### config.mk
export PLATFORM = sky130hd
export DESIGN_NAME = bs_rr_router_n
export DESIGN_NICKNAME = d
export VERILOG_FILES = /design/src/rtl/bs_router_pkg.sv /design/src/rtl/bs_rr_pick.sv /design/src/rtl/bs_rr_router_n.sv
export SDC_FILE = /design/constraint.sdc
export NUM_CORES = 1
export LEC_CHECK = 0
export CORE_MARGIN = 3
export CORE_UTILIZATION = 32
export CTS_CLUSTER_SIZE = 12
export DETAILED_ROUTE_END_ITERATION = 7
export PLACE_DENSITY_LB_ADDON = 0.3
export SLEW_MARGIN = 40
export SYNTH_ARGS = -nofsm -noshare
export SYNTH_HDL_FRONTEND = slang
export SYNTH_SLANG_ARGS = --single-unit
### constraint.sdc
create_clock -name clk -period 2.6 [get_ports clk]
set_input_delay 0.52 -clock clk [delete_from_list [all_inputs] [get_ports clk]]
set_output_delay 0.52 -clock clk [all_outputs]
set_load 0.1 [all_outputs]
### src/rtl/bs_router_pkg.sv
// Shared types and helpers for the round-robin bus router.
package bs_router_pkg;

    typedef enum logic [1:0] {
        IDLE = 2'd0,
        POP  = 2'd1,
        DLVR = 2'd2
    } state_e;

    localparam int              ID_W     = 8;
    localparam logic [ID_W-1:0] BCAST_ID = 8'hFF;

    // Widest packet the header extractor can handle.
    localparam int MAX_PKT = 256;

    // Destination ID sits in the top w bits of an sz-bit packet.
    function automatic logic [MAX_PKT-1:0] get_dst(input logic [MAX_PKT-1:0] pkt,
                                                   input int                 sz,
                                                   input int                 w);
        logic [MAX_PKT-1:0] mask;
        mask = {MAX_PKT{1'b1}} >> (MAX_PKT - w);
        return (pkt >> (sz - w)) & mask;
    endfunction

endpackage

### src/rtl/bs_rr_pick.sv
// Combinational rotate-priority picker: first requester at or after ptr,
// wrapping from n-1 back to 0.
module bs_rr_pick #(
    parameter int n  = 8,
    parameter int PW = (n > 1) ? $clog2(n) : 1
) (
    input  logic [n-1:0]  req,
    input  logic [PW-1:0] ptr,
    output logic [PW-1:0] gnt_idx,
    output logic          any
);

    // Scan from the farthest slot back toward ptr so the nearest requester wins.
    always_comb begin
        int j;
        j       = 0;
        gnt_idx = '0;
        for (int i = n - 1; i >= 0; i--) begin
            j = int'(ptr) + i;
            if (j >= n) j = j - n;
            if (req[PW'(j)]) gnt_idx = PW'(j);
        end
        any = |req;
    end

endmodule

### src/rtl/bs_rr_router_n.sv
// N-driver shared-bus router: round-robin pick of a source FIFO, one packet
// in flight, address-based delivery with per-destination back-pressure.
// Optional macro BS_BCAST_EN: destination ID bcast fans out to every
// driver except the sender; without it bcast is just a bad ID and dropped.
//
// Strobe semantics: pop[d] is a one-cycle strobe; the source FIFO presents
// its head word on D_pop (fall-through) and advances on the edge where
// pop[d] is high. push[d] is likewise a one-cycle strobe, only ever raised
// while full[d] is low; the word on D_push is taken at that edge.
module bs_rr_router_n
    import bs_router_pkg::*;
#(
    parameter int              pckg_sz = 16,
    parameter int              drvrs   = 8,
    parameter int              id_w    = ID_W,
    parameter logic [id_w-1:0] bcast   = BCAST_ID
) (
    input  logic                       clk,
    input  logic                       reset,
    input  logic [drvrs-1:0]           pndng,
    output logic [drvrs-1:0]           pop,
    input  logic [drvrs*pckg_sz-1:0]   D_pop,
    input  logic [drvrs-1:0]           full,
    output logic [drvrs-1:0]           push,
    output logic [drvrs*pckg_sz-1:0]   D_push,
    output logic                       busy,
    output logic                       drop
);

    localparam int PW = (drvrs > 1) ? $clog2(drvrs) : 1;

    state_e               state_q, state_d;
    logic [PW-1:0]        gnt_q, rr_ptr_q, pick_idx;
    logic                 pick_any;
    logic [pckg_sz-1:0]   data_q, pop_data;
    logic [id_w-1:0]      dst;
    logic [drvrs-1:0]     dst_oh, bc_mask;
    logic                 is_bcast, in_range;

    bs_rr_pick #(.n(drvrs), .PW(PW)) u_pick (
        .req     (pndng),
        .ptr     (rr_ptr_q),
        .gnt_idx (pick_idx),
        .any     (pick_any)
    );

    // Select the head word of the granted source FIFO.
    always_comb begin
        pop_data = '0;
        for (int d = 0; d < drvrs; d++) begin
            if (PW'(d) == gnt_q) pop_data = D_pop[d*pckg_sz +: pckg_sz];
        end
    end

    // Decode the captured packet's destination.
    always_comb begin
        dst      = id_w'(get_dst(MAX_PKT'(data_q), pckg_sz, id_w));
        dst_oh   = drvrs'(1) << dst;
        bc_mask  = ~(drvrs'(1) << gnt_q);
        is_bcast = (dst == bcast);
        in_range = (int'(dst) < drvrs) && !is_bcast;
    end

    // State, grant, round-robin pointer and packet register.
    always_ff @(posedge clk or negedge reset) begin
        if (!reset) begin
            state_q  <= IDLE;
            gnt_q    <= '0;
            rr_ptr_q <= '0;
            data_q   <= '0;
        end else begin
            state_q <= state_d;
            if (state_q == IDLE && pick_any) gnt_q <= pick_idx;
            if (state_q == POP) begin
                data_q   <= pop_data;
                rr_ptr_q <= (int'(gnt_q) == drvrs - 1) ? '0 : gnt_q + PW'(1);
            end
        end
    end

    // Next-state and strobe decode.
    always_comb begin
        state_d = state_q;
        pop     = '0;
        push    = '0;
        drop    = 1'b0;
        case (state_q)
            IDLE: begin
                if (pick_any) state_d = POP;
            end
            POP: begin
                pop[gnt_q] = 1'b1;
                state_d    = DLVR;
            end
            DLVR: begin
`ifdef BS_BCAST_EN
                if (is_bcast) begin
                    // All receivers must be ready together; one shared push.
                    if ((full & bc_mask) == '0) begin
                        push    = bc_mask;
                        state_d = IDLE;
                    end
                end else
`endif
                if (in_range) begin
                    // Stall with no timeout until the destination has room.
                    if ((full & dst_oh) == '0) begin
                        push    = dst_oh;
                        state_d = IDLE;
                    end
                end else begin
                    drop    = 1'b1;
                    state_d = IDLE;
                end
            end
            default: state_d = IDLE;
        endcase
    end

    assign busy   = (state_q != IDLE);
    assign D_push = {drvrs{data_q}};

endmodule

==> impl_metrics.tcl <==
set metrics [dict create \
    coreArea_um2 12210 \
    syn_area_per_cell_um2 7.589 \
    finalClockSkew_ps 1.334 \
    syn_to_final_growth_pct 64.56 \
    yosys_warnings 0 \
    design_area_um2 6681 \
    setup_viol 8 \
    dr.pass1.iters 6 \
    synth_fa_ha_area_share_pct 2.465 \
    fmax_mhz 342.4 \
    clkSlewWorstSetupHoldPaths_ps 70 \
    vias_per_cell 5.176 \
    die_y_um 118.6 \
    hold_viol 0 \
    htree_levels 1 \
    clk_latency_ps 260 \
    io_pins 292 \
    num_antenna_cells 0 \
    hpwlAfterDp_mm 13.23 \
    syn-num-nets 689 \
    period_minus_slack_ps 2920 \
    period_share_pct 112.3 \
    reg2reg_from "rr_ptr_q[1]" \
    worstPathCellList "or4_4 -> nor3_2 -> or3b_4 -> buf_6 -> nor4_4 -> buf_12" \
    cts_tree "done" \
    netlist_area_um2 4060 \
    grt_max_degree 33 \
    synth_area_leaders "buf_4 (21%), dfrtp_1 (15%), a21oi_1 (6.0%)" \
    synth_top_cell_by_area "buf_4" \
    cts-buffers-inserted 3 \
    cp.required_ps 2080 \
    slowest_stage "or4_4" \
    start_util_pct 33.25 \
    r2r_cells 7 \
    slew_violations 0 \
    dpl-instance-area_um2 6545 \
    tightest_slew_ps 850.1 \
    status "finished with violations" \
    rsz0062_at_grt "true" \
    synthDistinctLibCells 56 \
    postRouteAntennaNets 0 \
    slowest_delay_ps 550 \
    hold_path_class "input port to asynchronous set/reset pin" \
    r2r_slack_ps 210 \
    clkSinkCount 24 \
    critPathMaxFanout 2 \
    synth_top_area_share_pct 21.08 \
    die_area_um2 14080 \
    tns_ps -1973 \
    critPathLaunchType "flop" \
    synth-simple-area-share_pct 19.78 \
    ys_dominant_reg_cell "dfrtp_1" \
    seq_area_frac_synth_pct 14.79 \
    fin_nets 880 \
    wirelength_mm 16.37 \
    grt_pass1_wl_mm 24.97 \
    route.detailed.drc 0 \
    synth_compound_area_share_pct 23.67 \
    synthCells 535 \
    drive_gt1_share_pct 34.07 \
    setup_slack_ps -320.2 \
    worstPathArrival_ps 2400 \
    maxCapViolations 0 \
    ys_ff_latch 24 \
    grt_antenna_before_repair 0 \
    cp-end-kind "primary output" \
    worstReg2RegEnd "gnt_q[0]" \
    synth_xor_area_share_pct 1.079 \
    avgRoutedWirePerCell_um 18.33 \
    cts_root_buf "clkbuf_16" \
    worst-setup-path-type "flop to primary output" \
    grt_pass1_vias 4410 \
    io_buffer_count 291 \
    fp.dieW_um 118.6 \
    grt.total_usage_pct 21.74 \
    slew_headroom_pct 43.26 \
    cts_max_path_buffers 2 \
    whs_ps 643.7 \
    ys_async_sr_fraction_pct 100.0 \
    place.gp.congestion 0.8754 \
    globalRouteOverflowTotal 0 \
    violations "negative setup slack" \
    first_iter_violations 502 \
    synth_top_family_by_area "buffers and inverters" \
    synth_edf_count 0 \
    synth.area.mux_share_pct 12.42 \
    route.vias.total 4622 \
    core.rowCount 40 \
]
-- cell usage in the layout (no fill, tap or decap), types with 3 or more instances in the layout --
master,n
dlygate4sd2_1,8
nand2b_1,5
dfrtp_1,17
clkbuf_16,3
mux4_2,9
o21ai_1,12
mux2_1,3
nor2_4,4
dfrtp_4,5
nor2_1,41
clkdlybuf4s50_1,137
nand2_1,52
mux2i_1,11
mux2_4,4
a21oi_1,49
nor2b_1,6
inv_1,7
a222oi_1,15
mux2_2,3
xor2_1,3
a221oi_1,18
buf_4,170
o2111ai_1,3
nor3_4,6
ha_1,7
nand3b_1,18
buf_12,18
nor4_4,3
o21ai_0,28
nand3_1,10
o221ai_1,3
-- sequential cells by signal, summed over array words and instances, names as in the netlist --
| name | count |
|---|---|
| rr_ptr_q | 3 |
| state_q | 2 |
| gnt_q | 3 |
| data_q | 16 |
-- worst max-delay path, delay by kind of cell (launching register included) --
kind | cells | cell delay (ps)
buffers and inverters | 2 | 350
and+or+nand+nor | 4 | 1320
DFF | 1 | 470
-- routing by layer --
metal / up-vias / GRT usage, % / share of wire [%]
met5: - / 0 / 0
met4: 0 / 4.200 / 1.4
met3: 16 / 3.206 / 7.2
met2: 238 / 38.12 / 50
met1: 2168 / 28.45 / 41
li1: 2200 / - / -
-- cell usage after synthesis, types with 2 or more instances --
| library cell | instances |
|---|---|
| buf_4 | 114 |
| nand2_1 | 52 |
| a21oi_1 | 49 |
| nor2_1 | 46 |
| o21ai_0 | 28 |
| clkbuf_1 | 25 |
| dfrtp_1 | 24 |
| a221oi_1 | 19 |
| nand3b_1 | 18 |
| a222oi_1 | 15 |
| o21ai_1 | 12 |
| mux2i_1 | 11 |
| nand3_1 | 10 |
| mux4_2 | 9 |
| ha_1 | 8 |
| nor2b_1 | 8 |
| inv_1 | 7 |
| nor3_1 | 7 |
| buf_2 | 6 |
| mux2_1 | 5 |
| nand2b_1 | 5 |
| nor4_1 | 4 |
| a211oi_1 | 3 |
| buf_6 | 3 |
| mux2_2 | 3 |
| o2111ai_1 | 3 |
| o221ai_1 | 3 |
| xor2_1 | 3 |
| a22oi_1 | 2 |
| a31oi_1 | 2 |
| and2_1 | 2 |
| mux2_4 | 2 |
| mux2i_4 | 2 |
| nor3b_1 | 2 |
| xnor2_1 | 2 |
-- worst max-delay path by stage --
stage | slack, ps | startpoint | end | cells past startpoint
6_report | -320 | data_q[12] | push[0] | 6
3_5_place_dp | -470 | full[3] | push[0] | 7
2_1_floorplan | -990 | data_q[10] | push[0] | 6
5_1_grt | -380 | data_q[10] | push[0] | 7
3_3_place_gp | -420 | full[7] | push[0] | 7
4_1_cts | -330 | data_q[10] | push[1] | 7
-- logic make-up after synthesis --
logic type / count (synthesis)
AOI/OAI and AO/OA: 145
xor gates and xnor gates: 5
adders and majority gates: 8
buffers and inverters: 157
DFF: 24
muxes: 33
and+or+nand+nor: 163
-- per-stage QoR --
stage          std cells  setup slack, ps  utilization (%)
5_1_grt              893           -380.0            54.71
2_1_floorplan        535           -989.5                -
4_1_cts              892           -331.0            54.57
3_5_place_dp         887           -472.1            53.60
3_3_place_gp         886           -419.2            53.46
6_report             893           -320.2            54.71
-- repair_timing --
action	CTS	global route
setup buffers	1	1
hold buffers	0	0
setup endpoints to repair	8	8
pin swaps	6	3
gates resized for setup	12	2
-- layout make-up --
type	count	area, um^2
Fill cell	1167	5530
Timing Repair Buffer	335	3100
Multi-Input combinational cell	354	2614
Sequential cell	24	621.8
Tap cell	168	210.2
Clock buffer	3	75.07
Clock inverter	1	30.03
Inverter	8	30.03
Power is left out: the tool's default activity adds up to more than one toggle a clock period on the data nets, which glitch-free logic cannot reach.
